===== src/rtl/led_seq_pkg.sv =====
// Shared encodings and defaults for the LED state sequencer.
package led_seq_pkg;

   localparam int unsigned MODE_W           = 2;
   localparam int unsigned TICK_DIV_DEFAULT = 25_000_000;

   // Step mode selected on the mode input
   typedef enum logic [MODE_W-1:0] {
      MODE_UP       = 2'b00,
      MODE_DOWN     = 2'b01,
      MODE_PINGPONG = 2'b10,
      MODE_HOLD     = 2'b11
   } mode_e;

   // Ping-pong travel direction
   typedef enum logic {
      DIR_UP   = 1'b0,
      DIR_DOWN = 1'b1
   } dir_e;

endpackage


===== src/rtl/led_seq_prescaler.sv =====
// Clock-enable prescaler: counts 0..TICK_DIV-1 while enabled and flags terminal count.
module led_seq_prescaler
   import led_seq_pkg::*;
#(
   parameter int unsigned TICK_DIV = TICK_DIV_DEFAULT
)(
   input  logic clk,
   input  logic rst,
   input  logic en,
   input  logic clr,
   output logic tick
);

   localparam int unsigned CNT_W = (TICK_DIV > 1) ? $clog2(TICK_DIV) : 1;
   localparam logic [CNT_W-1:0] TC = CNT_W'(TICK_DIV - 1);

   logic [CNT_W-1:0] r_cnt;
   logic             w_tc;

   assign w_tc = (r_cnt == TC);

   // Counter: clear wins, otherwise advance and roll over at terminal count while enabled
   always_ff @(posedge clk or posedge rst) begin
      if (rst) begin
         r_cnt <= '0;
      end else if (clr) begin
         r_cnt <= '0;
      end else if (en) begin
         r_cnt <= w_tc ? '0 : r_cnt + CNT_W'(1);
      end
   end

   // Tick is combinational so the state register updates on the terminal-count edge
   assign tick = en & w_tc;

endmodule


===== src/rtl/led_seq_stepper.sv =====
// Timed state sequencer for the LED panel: steps state through [FIRST, LAST]
// in up, down, ping-pong or hold mode at one step per TICK_DIV clocks.
// Optional feature macro: LED_SEQ_MANUAL_STEP_EN adds a step_req input that
// single-steps the sequence while en is low.
module led_seq_stepper
   import led_seq_pkg::*;
#(
   parameter int unsigned TICK_DIV = TICK_DIV_DEFAULT,
   parameter int unsigned STATE_W  = 8,
   parameter int unsigned FIRST    = 11,
   parameter int unsigned LAST     = 62
)(
   input  logic               clk,
   input  logic               rst,
`ifdef LED_SEQ_MANUAL_STEP_EN
   input  logic               step_req,
`endif
   input  logic               en,
   input  logic [MODE_W-1:0]  mode,
   input  logic               restart,
   output logic [STATE_W-1:0] state,
   output logic               step_tick,
   output logic               wrap
);

   localparam logic [STATE_W-1:0] S_FIRST = STATE_W'(FIRST);
   localparam logic [STATE_W-1:0] S_LAST  = STATE_W'(LAST);

   // Parameter legality, caught at elaboration
   if (TICK_DIV < 1) begin : g_bad_tick_div
      $error("led_seq_stepper: TICK_DIV must be >= 1");
   end
   if (FIRST >= LAST) begin : g_bad_range
      $error("led_seq_stepper: FIRST must be below LAST");
   end
   if (longint'(LAST) >= (longint'(1) << STATE_W)) begin : g_bad_width
      $error("led_seq_stepper: LAST does not fit in STATE_W bits");
   end

   logic [STATE_W-1:0] r_state;
   dir_e               r_dir;
   logic               r_step_tick;
   logic               r_wrap;

   logic [STATE_W-1:0] w_state_nxt;
   dir_e               w_dir_nxt;
   logic               w_step_tick_nxt;
   logic               w_wrap_nxt;
   logic [STATE_W-1:0] w_pp_state;
   logic               w_tick;
   logic               w_step;
   logic               w_out_of_range;

   led_seq_prescaler #(
      .TICK_DIV (TICK_DIV)
   ) u_prescaler (
      .clk  (clk),
      .rst  (rst),
      .en   (en),
      .clr  (restart),
      .tick (w_tick)
   );

`ifdef LED_SEQ_MANUAL_STEP_EN
   // Manual step only counts while the prescaler is stopped
   assign w_step = w_tick | (~en & step_req);
`else
   assign w_step = w_tick;
`endif

   assign w_out_of_range = (r_state < S_FIRST) || (r_state > S_LAST);

   // Next state, direction and pulse outputs; restart overrides any step
   always_comb begin
      w_state_nxt     = r_state;
      w_dir_nxt       = r_dir;
      w_step_tick_nxt = 1'b0;
      w_wrap_nxt      = 1'b0;
      w_pp_state      = r_state;

      if (restart) begin
         w_state_nxt = S_FIRST;
         w_dir_nxt   = DIR_UP;
      end else if (w_step && (mode_e'(mode) != MODE_HOLD)) begin
         w_step_tick_nxt = 1'b1;
         if (w_out_of_range) begin
            w_state_nxt = S_FIRST;
            w_dir_nxt   = DIR_UP;
         end else begin
            case (mode_e'(mode))
               MODE_UP: begin
                  if (r_state == S_LAST) begin
                     w_state_nxt = S_FIRST;
                     w_wrap_nxt  = 1'b1;
                  end else begin
                     w_state_nxt = r_state + STATE_W'(1);
                  end
               end
               MODE_DOWN: begin
                  if (r_state == S_FIRST) begin
                     w_state_nxt = S_LAST;
                     w_wrap_nxt  = 1'b1;
                  end else begin
                     w_state_nxt = r_state - STATE_W'(1);
                  end
               end
               MODE_PINGPONG: begin
                  // A stale direction pointing out of range (left over from
                  // another mode) bounces back instead of stepping outside.
                  if (r_dir == DIR_UP) begin
                     w_pp_state = (r_state == S_LAST) ? r_state - STATE_W'(1)
                                                      : r_state + STATE_W'(1);
                  end else begin
                     w_pp_state = (r_state == S_FIRST) ? r_state + STATE_W'(1)
                                                       : r_state - STATE_W'(1);
                  end
                  w_state_nxt = w_pp_state;
                  if (w_pp_state == S_LAST) begin
                     w_dir_nxt  = DIR_DOWN;
                     w_wrap_nxt = 1'b1;
                  end else if (w_pp_state == S_FIRST) begin
                     w_dir_nxt  = DIR_UP;
                     w_wrap_nxt = 1'b1;
                  end else begin
                     w_dir_nxt = (w_pp_state > r_state) ? DIR_UP : DIR_DOWN;
                  end
               end
               default: ;
            endcase
         end
      end
   end

   // State, direction and pulse registers
   always_ff @(posedge clk or posedge rst) begin
      if (rst) begin
         r_state     <= S_FIRST;
         r_dir       <= DIR_UP;
         r_step_tick <= 1'b0;
         r_wrap      <= 1'b0;
      end else begin
         r_state     <= w_state_nxt;
         r_dir       <= w_dir_nxt;
         r_step_tick <= w_step_tick_nxt;
         r_wrap      <= w_wrap_nxt;
      end
   end

   assign state     = r_state;
   assign step_tick = r_step_tick;
   assign wrap      = r_wrap;

   // State must always sit inside the programmed range
   a_state_in_range: assert property (@(posedge clk) disable iff (rst)
      (r_state >= S_FIRST) && (r_state <= S_LAST));

endmodule


===== config.mk =====
export PLATFORM = sky130hd
export DESIGN_NAME = led_seq_stepper
export DESIGN_NICKNAME = d
export VERILOG_FILES = /design/src/rtl/led_seq_pkg.sv /design/src/rtl/led_seq_prescaler.sv /design/src/rtl/led_seq_stepper.sv
export SDC_FILE = /design/constraint.sdc
export NUM_CORES = 1
export LEC_CHECK = 0
export ABC_AREA = 1
export CORE_MARGIN = 4
export CORE_UTILIZATION = 35
export CTS_BUF_LIST = sky130_fd_sc_hd__clkbuf_16
export DETAILED_ROUTE_END_ITERATION = 10
export DONT_BUFFER_PORTS = 1
export PLACE_DENSITY = 0.6
export SYNTH_ARGS = -nofsm -noshare
export SYNTH_HDL_FRONTEND = slang
export SYNTH_SLANG_ARGS = --single-unit

===== constraint.sdc =====
create_clock -name clk -period 7.2 [get_ports clk]
set_clock_uncertainty 0.2 [all_clocks]
set_input_delay 2.16 -clock clk [delete_from_list [all_inputs] [get_ports clk]]
set_output_delay 2.16 -clock clk [all_outputs]
set_load 0.03 [all_outputs]

==> impl_results.md <==
- Status: finished, final reports clean
- Reg area: 905 sq um
- Hold Vio Cnt, Final: 0
- Critical path required time: 4840 ps
- H-tree Lvls: 2
- Yosys cell types: 48
- Final Critical Period: 3470 ps
- CTS sink cnt: 36
- Iteration count of the initial detailed-routing pass: 5
- Vias per inst: 5.27
- Switching pwr: 494 uW
- Diodes inserted: 0
- Worst ir drop on vdd: 0.000174 V
- Area contributors post-synth: dfrtp_1 (27%), nand2_1 (14%), ha_1 (6.6%)
- Worst slew pin tran: approximately 750 ps
- Aggregate global routing overflow: 0
- NumNets Final: around 460
- Via count: approximately 2.9k
- PD cells: approximately 310 nW/um^2
- Die ar.: 10200 sq um
- Setup-failing EPs final: 0
- Die Wd: ~100 um
- Hold Path Stages: 1
- Number of synthesized flops with an enable pin: 0
- Placer congestion estimate: around 1
- IO Port Bufs: 0
- Combinational Power Share: 0.471
- Syn Area/Cell: between 6 and 7 sq um
- Worst Path Class, Setup: register to primary output
- Flip-flop and latch count after synthesis: 36
- P_int: around 520 uW
- Hold buffers post-CTS: 0
- Fillers: slightly below 900
- First-pass GRT wire length: roughly 14000 um
- TritonCTS clock tree: done
- Final period util: 0.482
- Clock tree buffer depth: 2
- Syn-to-layout area delta: 7.40%
- Core area: around 8300 sq um
- Clock-pin slew on the worst setup and hold paths: around 60 ps
- Main flop type after synthesis: dfrtp_1
- Slew margin rel.: 0.501
- Synth Cell Area: approximately 3000 sq um
- Largest net degree at the start of global routing: 37
- Maximum fanout along the worst path: 10
- Synth area leader: dfrtp_1
- Unrepaired setup endpoints after global routing: no
- Post-CTS setup buffers: 0
- Reg2Reg Depth: 18
- DRC viols: 0
- Multi-input logic area: approximately 1900 sq um
- Fmax: 288 MHz
- Sw Ratio: 0.487
- Commonest non-fill, non-tap cell in the layout: nand2_1
- CTS resizes: 0
- Warnings, synthesis: 0
- Max-slew violation count: 0
- Setup tns final: 0 ps
- Layout Cells excl Fill: 548
- Leak Pwr: roughly 0.0015 uW
- Yosys top cell area share: 0.271
- Critical Path Source Type: register
- Critical Path AT: around 1100 ps
- Skew-Pair Late Insertion Delay: between 200 and 300 ps
- Num CTS Buffers: 5
- Final ANT Viol Nets: 0
- Most frequent cells in the layout: nand2_1 (113), nor2_1 (48), inv_1 (45), nand3_1 (35), dfrtp_1 (33)
- CP Capture Type: primary output
- Register area share after synthesis: 0.297
- Syn nets: ~470
- GRT Total Usage: 0.166
- Share of cells above drive strength 1: 0.102
- Sequential share of power: 0.319
- Post-synthesis cell count: ~440
- Worst hold path class: register to register
- Routed len/inst: about 15 um
- Die height: 101 um
- Max_cap viols: 0
- Num ports: 16
- Placed cells: 540
- Starting Density: 0.365
- CTS root buf: clkbuf_16
- DP HPWL: 6170 um
- Cell count along the critical path: 0
- Clock group share of total power: 0.210
- FFs w/ async S/R, synth: 1.00
- Rows: 33
- Antenna violations before repair: 0
- DRT iter0 DRCs: about 150
- Drt total wl: between 7000 and 8000 um
- Vias in the first global route: between 2k and 3k
## final cells by class
type | instances | area share
clock buffer | 5 | 0.0383
clock inverter | 3 | 0.00728
inverter | 54 | 0.0628
multi-input combinational | 344 | 0.572
sequential | 36 | 0.277
tap | 105 | 0.0402
timing repair buffer | 1 | 0.00230
## Yosys cell counts (all sizes together), types with 2 or more instances
cell type and number:
nor2 57, nor3b 2, o211ai 3, dfstp 3, o21bai 2, o31ai 2
nor4 4, inv 53, o21a 2, ha 16, nand2 121, xor2 9
o22ai 2, nand4 12, and3 2, o21ai 27, dfrtp 33, nand3 39
a21oi 22, buf 8, nor3 9, or2 4
## worst paths after layout
check	startpoint	endpoint	slack (ps)
min in group asynchronous	rst	u_prescaler.r_cnt[17]$_DFFE_PP0P_	1670
worst min-delay path	u_prescaler.r_cnt[1]$_DFFE_PP0P_	u_prescaler.r_cnt[1]$_DFFE_PP0P_	330
max in group asynchronous	rst	state[1]$_DFFE_PP1P_	4790
worst max-delay path	state[4]$_DFFE_PP0P_	state[4]	3730
worst max register to register	state[0]$_DFFE_PP1P_	r_dir$_DFFE_PP0P_	4130
worst min register to register	u_prescaler.r_cnt[1]$_DFFE_PP0P_	u_prescaler.r_cnt[1]$_DFFE_PP0P_	330
## power groups by stage
stage	Combinational, uW	Sequential [uW]	Clock, uW
2_1_floorplan	412	284	0
3_3_place_gp	475	327	0
3_5_place_dp	476	327	0
4_1_cts	477	325	218
5_1_grt	549	329	228
6_report	479	324	213
## routing by layer
metal | vias up | global-route usage | wire length, um
met1 | 1306 | 0.227 | 3720
met2 | 94 | 0.258 | 3570
met4 | 0 | 0.0736 | 275
met5 | - | 0 | 0
met3 | 26 | 0.0282 | 400
li1 | 1464 | - | -
## state kept, by name, indices dropped and copies added, names as in the netlist
signal,cells
r_dir,1
state,8
step_tick,1
u_prescaler.r_cnt,25
wrap,1
## logic make-up (layout without fill, tap and decap cells)
family          count (synthesis)  after routing  synth area share
xor+xnor                       10             10            0.0288
buf+inv                        63             63            0.0880
compound gates                 67             67             0.129
fa+ha+maj                      16             16            0.0658
flops                          36             36             0.297
simple gates                  251            251             0.391
## stage by stage
| stage | setup slack [ps] | cell area, sq um | hold WS, ps | power (uW) | util |
|---|---|---|---|---|---|
| 2_1_floorplan | 3720 | 3040 | 289 | 697 | - |
| 3_3_place_gp | 3540 | 3120 | 316 | 802 | 0.374 |
| 3_5_place_dp | 3500 | 3120 | 321 | 803 | 0.374 |
| 4_1_cts | 3740 | 3270 | 334 | 1020 | 0.392 |
| 5_1_grt | 3620 | 3270 | 354 | 1110 | 0.392 |
| 6_report | 3730 | 3270 | 335 | 1020 | 0.392 |
Note: power is estimated with default switching activity, not from simulation.
